===== config.mk =====
export PLATFORM = sky130hd
export DESIGN_NAME = pll_reset_sequencer
export DESIGN_NICKNAME = d
export VERILOG_FILES = /design/src/rtl/pll_rst_pkg.sv /design/src/rtl/rst_debounce.sv /design/src/rtl/pll_reset_sequencer.sv
export SDC_FILE = /design/constraint.sdc
export NUM_CORES = 1
export LEC_CHECK = 0
export CAP_MARGIN = 20
export CORE_UTILIZATION = 50
export CTS_BUF_LIST = sky130_fd_sc_hd__clkbuf_4 sky130_fd_sc_hd__clkbuf_8
export CTS_CLUSTER_DIAMETER = 80
export CTS_CLUSTER_SIZE = 10
export DETAILED_ROUTE_END_ITERATION = 8
export GPL_ROUTABILITY_DRIVEN = 0
export PLACE_DENSITY = 0.79
export REMOVE_ABC_BUFFERS = 1
export SYNTH_ARGS = -nofsm -noshare
export SYNTH_HDL_FRONTEND = slang
export SYNTH_SLANG_ARGS = --single-unit

===== constraint.sdc =====
create_clock -name clk -period 3 [get_ports clk]
set_clock_uncertainty 0.15 [all_clocks]
set_input_delay 0.45 -clock clk [delete_from_list [all_inputs] [get_ports clk]]
set_output_delay 0.45 -clock clk [all_outputs]
set_load 0.005 [all_outputs]

===== src/rtl/pll_rst_pkg.sv =====
// Shared types for the PLL reset sequencer: FSM state encoding and loss counter width.
package pll_rst_pkg;

   typedef enum logic [1:0] {
      S_WAIT_LOCK = 2'd0,
      S_STABLE    = 2'd1,
      S_HOLD      = 2'd2,
      S_RUN       = 2'd3
   } state_t;

   localparam int LOSS_CNT_W = 8;

endpackage


===== src/rtl/rst_debounce.sv =====
// Reset-button conditioning: synchronizes the active-low button into clk, debounces it,
// and emits a single-cycle pulse when the debounced level goes from released to pressed.
module rst_debounce #(
   parameter int SYNC_STAGES     = 2,
   parameter int DEBOUNCE_CYCLES = 800000
) (
   input  logic clk,
   input  logic reset,
   input  logic btn_n,
   output logic btn_db,
   output logic btn_press
);

   localparam int DB_W = $clog2(DEBOUNCE_CYCLES + 1);
   localparam logic [DB_W-1:0] DB_TERM = DB_W'(DEBOUNCE_CYCLES - 1);

   logic [SYNC_STAGES-1:0] sync_q;
   logic [DB_W-1:0]        db_cnt;
   logic                   btn_sync;

   assign btn_sync = sync_q[SYNC_STAGES-1];

   // The counter only runs while the synced level disagrees with the accepted level,
   // so any bounce back to the accepted level restarts the qualification window.
   always_ff @(posedge clk) begin
      if (reset) begin
         sync_q    <= '0;
         db_cnt    <= '0;
         btn_db    <= 1'b1;
         btn_press <= 1'b0;
      end else begin
         sync_q    <= {sync_q[SYNC_STAGES-2:0], btn_n};
         btn_press <= 1'b0;
         if (btn_sync == btn_db) begin
            db_cnt <= '0;
         end else if (db_cnt == DB_TERM) begin
            btn_db    <= btn_sync;
            btn_press <= ~btn_sync;
            db_cnt    <= '0;
         end else begin
            db_cnt <= db_cnt + 1'b1;
         end
      end
   end

endmodule


===== src/rtl/pll_reset_sequencer.sv =====
// System reset sequencer on the PLL output clock: qualifies lock, holds reset, reacts to
// lock loss and the reset button. Define PLL_LOCK_LOSS_CNT_EN to build the lock-loss counter.
module pll_reset_sequencer
   import pll_rst_pkg::*;
#(
   parameter int SYNC_STAGES        = 2,
   parameter int LOCK_STABLE_CYCLES = 8000,
   parameter int RESET_HOLD_CYCLES  = 64,
   parameter int DEBOUNCE_CYCLES    = 800000
) (
   input  logic                  clk,
   input  logic                  reset,
   input  logic                  locked,
   input  logic                  btn_n,
   input  logic                  lock_loss_clr,
   output logic                  sys_reset,
   output logic                  sys_reset_n,
   output logic                  ready,
   output logic [1:0]            state_o,
   output logic [LOSS_CNT_W-1:0] lock_loss_cnt,
   output logic                  lock_lost
);

   localparam int CNT_MAX = (LOCK_STABLE_CYCLES > RESET_HOLD_CYCLES) ? LOCK_STABLE_CYCLES
                                                                     : RESET_HOLD_CYCLES;
   localparam int CNT_W   = (CNT_MAX > 1) ? $clog2(CNT_MAX) : 1;
   localparam logic [CNT_W-1:0] LOCK_TERM = CNT_W'(LOCK_STABLE_CYCLES - 1);
   localparam logic [CNT_W-1:0] HOLD_TERM = CNT_W'(RESET_HOLD_CYCLES - 1);

   state_t                 state;
   logic [CNT_W-1:0]       cnt;
   logic [SYNC_STAGES-1:0] lock_sync_q;
   logic                   locked_sync;
   logic                   btn_press;
   logic                   btn_db_unused;

   assign locked_sync = lock_sync_q[SYNC_STAGES-1];
   assign state_o     = state;

   always_ff @(posedge clk) begin
      if (reset) begin
         lock_sync_q <= '0;
      end else begin
         lock_sync_q <= {lock_sync_q[SYNC_STAGES-2:0], locked};
      end
   end

   rst_debounce #(
      .SYNC_STAGES     (SYNC_STAGES),
      .DEBOUNCE_CYCLES (DEBOUNCE_CYCLES)
   ) u_debounce (
      .clk       (clk),
      .reset     (reset),
      .btn_n     (btn_n),
      .btn_db    (btn_db_unused),
      .btn_press (btn_press)
   );

   // Outputs are assigned alongside each state change so they track the state register
   // exactly; lock loss is tested first in every state, then the button, then the counter.
   always_ff @(posedge clk) begin
      if (reset) begin
         state       <= S_WAIT_LOCK;
         cnt         <= '0;
         sys_reset   <= 1'b1;
         sys_reset_n <= 1'b0;
         ready       <= 1'b0;
      end else begin
         case (state)
            S_WAIT_LOCK: begin
               if (locked_sync) begin
                  state <= S_STABLE;
                  cnt   <= '0;
               end
            end
            S_STABLE: begin
               if (!locked_sync) begin
                  state <= S_WAIT_LOCK;
               end else if (cnt == LOCK_TERM) begin
                  state <= S_HOLD;
                  cnt   <= '0;
               end else begin
                  cnt <= cnt + 1'b1;
               end
            end
            S_HOLD: begin
               if (!locked_sync) begin
                  state <= S_WAIT_LOCK;
               end else if (btn_press) begin
                  cnt <= '0;
               end else if (cnt == HOLD_TERM) begin
                  state       <= S_RUN;
                  sys_reset   <= 1'b0;
                  sys_reset_n <= 1'b1;
                  ready       <= 1'b1;
               end else begin
                  cnt <= cnt + 1'b1;
               end
            end
            S_RUN: begin
               if (!locked_sync) begin
                  state       <= S_WAIT_LOCK;
                  sys_reset   <= 1'b1;
                  sys_reset_n <= 1'b0;
                  ready       <= 1'b0;
               end else if (btn_press) begin
                  state       <= S_HOLD;
                  cnt         <= '0;
                  sys_reset   <= 1'b1;
                  sys_reset_n <= 1'b0;
                  ready       <= 1'b0;
               end
            end
            default: begin
               state       <= S_WAIT_LOCK;
               sys_reset   <= 1'b1;
               sys_reset_n <= 1'b0;
               ready       <= 1'b0;
            end
         endcase
      end
   end

`ifdef PLL_LOCK_LOSS_CNT_EN
   logic loss_event;

   assign loss_event = (state == S_RUN) && !locked_sync;

   // Clear has priority so software never misses a zeroing on a coincident loss.
   always_ff @(posedge clk) begin
      if (reset || lock_loss_clr) begin
         lock_loss_cnt <= '0;
         lock_lost     <= 1'b0;
      end else if (loss_event) begin
         if (lock_loss_cnt != '1) begin
            lock_loss_cnt <= lock_loss_cnt + 1'b1;
         end
         lock_lost <= 1'b1;
      end
   end
`else
   logic clr_unused;

   assign clr_unused    = lock_loss_clr;
   assign lock_loss_cnt = '0;
   assign lock_lost     = 1'b0;
`endif

endmodule

==> impl_metrics.yaml <==
pwr:
  power.density_mw_per_mm2: 470
  p_leak_nw: 0.859
  total_power_mw: 1.13
  ir_drop_mv: 0.512
critical_path:
  crit_buf_inv: 1
  worstSetupEndpointType: "flip-flop"
  critPathArrivalTime_ns: 2.55
  cp.required_ns: 3.06
  crit_type: "flip-flop to flip-flop"
  critPathLaunchType: "flip-flop"
  crit_fanout: 9
  r2r_slack_ns: 0.52
  crit_chain: "inv_1, ha_1, or3_1, a21oi_2, and2_1, nand2_4, o41ai_2"
  crit_path_top_delay_cell: "dfxtp_1"
  cp_top_family: "simple AND/OR/NAND/NOR gates"
  cp_slowest_stage_delay_ns: 0.43
global_route:
  use_met2_pct: 29.5
  grt_pass1_wl_um: 6200
  antenna_found_initial: 0
  gr-usage-met1_pct: 22.2
  grt_max_degree: 21
  grt-ovfl-total: 0
  gr-usage-met3_pct: 4.00
  track_usage_pct: 17.6
  grt.busiest_layer: "met2"
  first_global_vias: 1451
die:
  die_area_mm2: 0.00469
  start_util_pct: 53.7
  io_pins: 19
  chipWidth_um: 68.5
  core_area_mm2: 0.00412
  placementRows: 23
  die_h_um: 68.5
sta:
  final.setup.tns_ns: 0
  setup_viol: 0
  post-route-min-period_ns: 2.48
  setup_slack_ns: 0.516
  worstMarginPinSlew_ns: 0.655
  finalHoldViolations: 0
  whs_ns: 0.296
  rsz0062_at_grt: "false"
  slew_headroom_pct: 56.0
  fin_crit_sh_pct: 82.8
  max_freq_mhz: 403
  drv_slew: 0
yosys:
  netlist_instances: 255
  synthDistinctLibCells: 47
  avgSynthCellArea_um2: 8.67
  synth_warnings: 0
  yosys-top-cells-count: "dfxtp_1 (43), nor2_1 (30), nand3_1 (16), inv_1 (13), nand2_1 (12)"
  yosysTopAreaCellShare_pct: 39.0
  ys_seq_elements: 43
  syn_area_mm2: 0.00221
  ys_seq_area_share_pct: 39.0
  synthArstFlopShare_pct: 0
  synth_flop_cell: "dfxtp_1"
  yosysTopAreaCell: "dfxtp_1"
  synth_most_common_cell: "dfxtp_1"
  synth_edf_count: 0
  synth_area_leaders: "dfxtp_1 (39%), nor2_1 (5.1%), xor2_1 (4.4%)"
route:
  drt_iter0_markers: 155
  vias: 1724
  drc: 0
  dr.pass1.iters: 4
  drtAntennaViolNets: 0
  routed_via_density: 5.47
  wire_per_inst_um: 11.9
  totalWireLength_um: 3730
clocking:
  htreeDepth: 2
  clk_pin_slew_ns: 0.09
  cts_max_path_buffers: 2
  post-cts-setup-buffer-count: 0
  cts-root-buf: "clkbuf_8"
  clkSinkCount: 43
  cts_tree: "done"
  cts_resized: 0
  cts_hold_buf: 0
  cts_made_buffers: 5
  clkLatencyLatePin_ns: 0.30
final_layout:
  post-route-util_pct: 58.3
  num-fill-cells: 346
  fin_nets: 276
  antenna_cells: 0
  syn_to_final_growth_pct: 8.49
  drive_gt1_share_pct: 7.17
placed_design:
  pre_cts_slack_ns: 0.577
  dp_hpwl_um: 2590
  port_buffers: 8
run_status:
  status: "finished clean"
run:
  max-cap-violations: 0
min_path:
  hold_path.class: "flip-flop to flip-flop"
-- kinds of logic after synthesis --
family                     synth area share (%)
and+or+nand+nor                            27.6
AOI/OAI and AO/OA                          14.0
DFF                                        39.0
buffers and inverters                      7.81
xor gates and xnor gates                   7.53
adders and majority gates                  3.96
other                                     0.170
-- layout by cell type, fill, tap and decap left out, drive strengths merged, types with 9 or more instances in the layout --
cell type and n:
a21oi 10, conb 9, dfxtp 43, inv 14, nand2 13, nand3 16
nand4 9, nor2 30, o21ai 10, xor2 11
-- metal layers --
metal,up-vias,routed length (µm)
li1,903,-
met1,788,1860
met2,26,1710
met3,7,125
met4,0,38
met5,-,0
-- flip-flops by register name, summed over array words and instances (netlist names), 2 cells and up --
register	cells
cnt	13
state_o	2
u_debounce.db_cnt	20
lock_sync_q	2
u_debounce.sync_q	2
-- stage by stage --
stage               area, µm²  cells
floorplan                2120    246
global placement         2280    307
detailed placement       2280    307
CTS                      2400    315
global route             2400    315
finish                   2400    315
-- area by class of cell --
cell class	instances	area, µm²	share of cell area (%)
multi-input cells	190	1210	50.3
clock buffers	5	68.8	2.87
repair buffers	11	103	4.28
well taps	50	62.6	2.61
flip-flops and latches	43	861	35.9
inverters	13	48.8	2.04
clock inverters	3	47.5	1.98
-- worst paths after layout --
kind / from / to / depth (start not counted)
hold / removal: u_debounce.db_cnt[0] / u_debounce.db_cnt[0] / 1
setup reg to reg: state_o[0] / cnt[9] / 7
setup / recovery: state_o[0] / cnt[9] / 7
hold reg to reg: u_debounce.db_cnt[0] / u_debounce.db_cnt[0] / 1
-- where the power goes --
part | total [mW] | internal, mW | switching (mW)
registers | 0.586 | 0.579 | 0.00741
clock network | 0.461 | 0.252 | 0.208
logic | 0.0804 | 0.0324 | 0.0480
total | 1.13 | 0.863 | 0.264
Note: power is estimated with default switching activity, not from simulation.
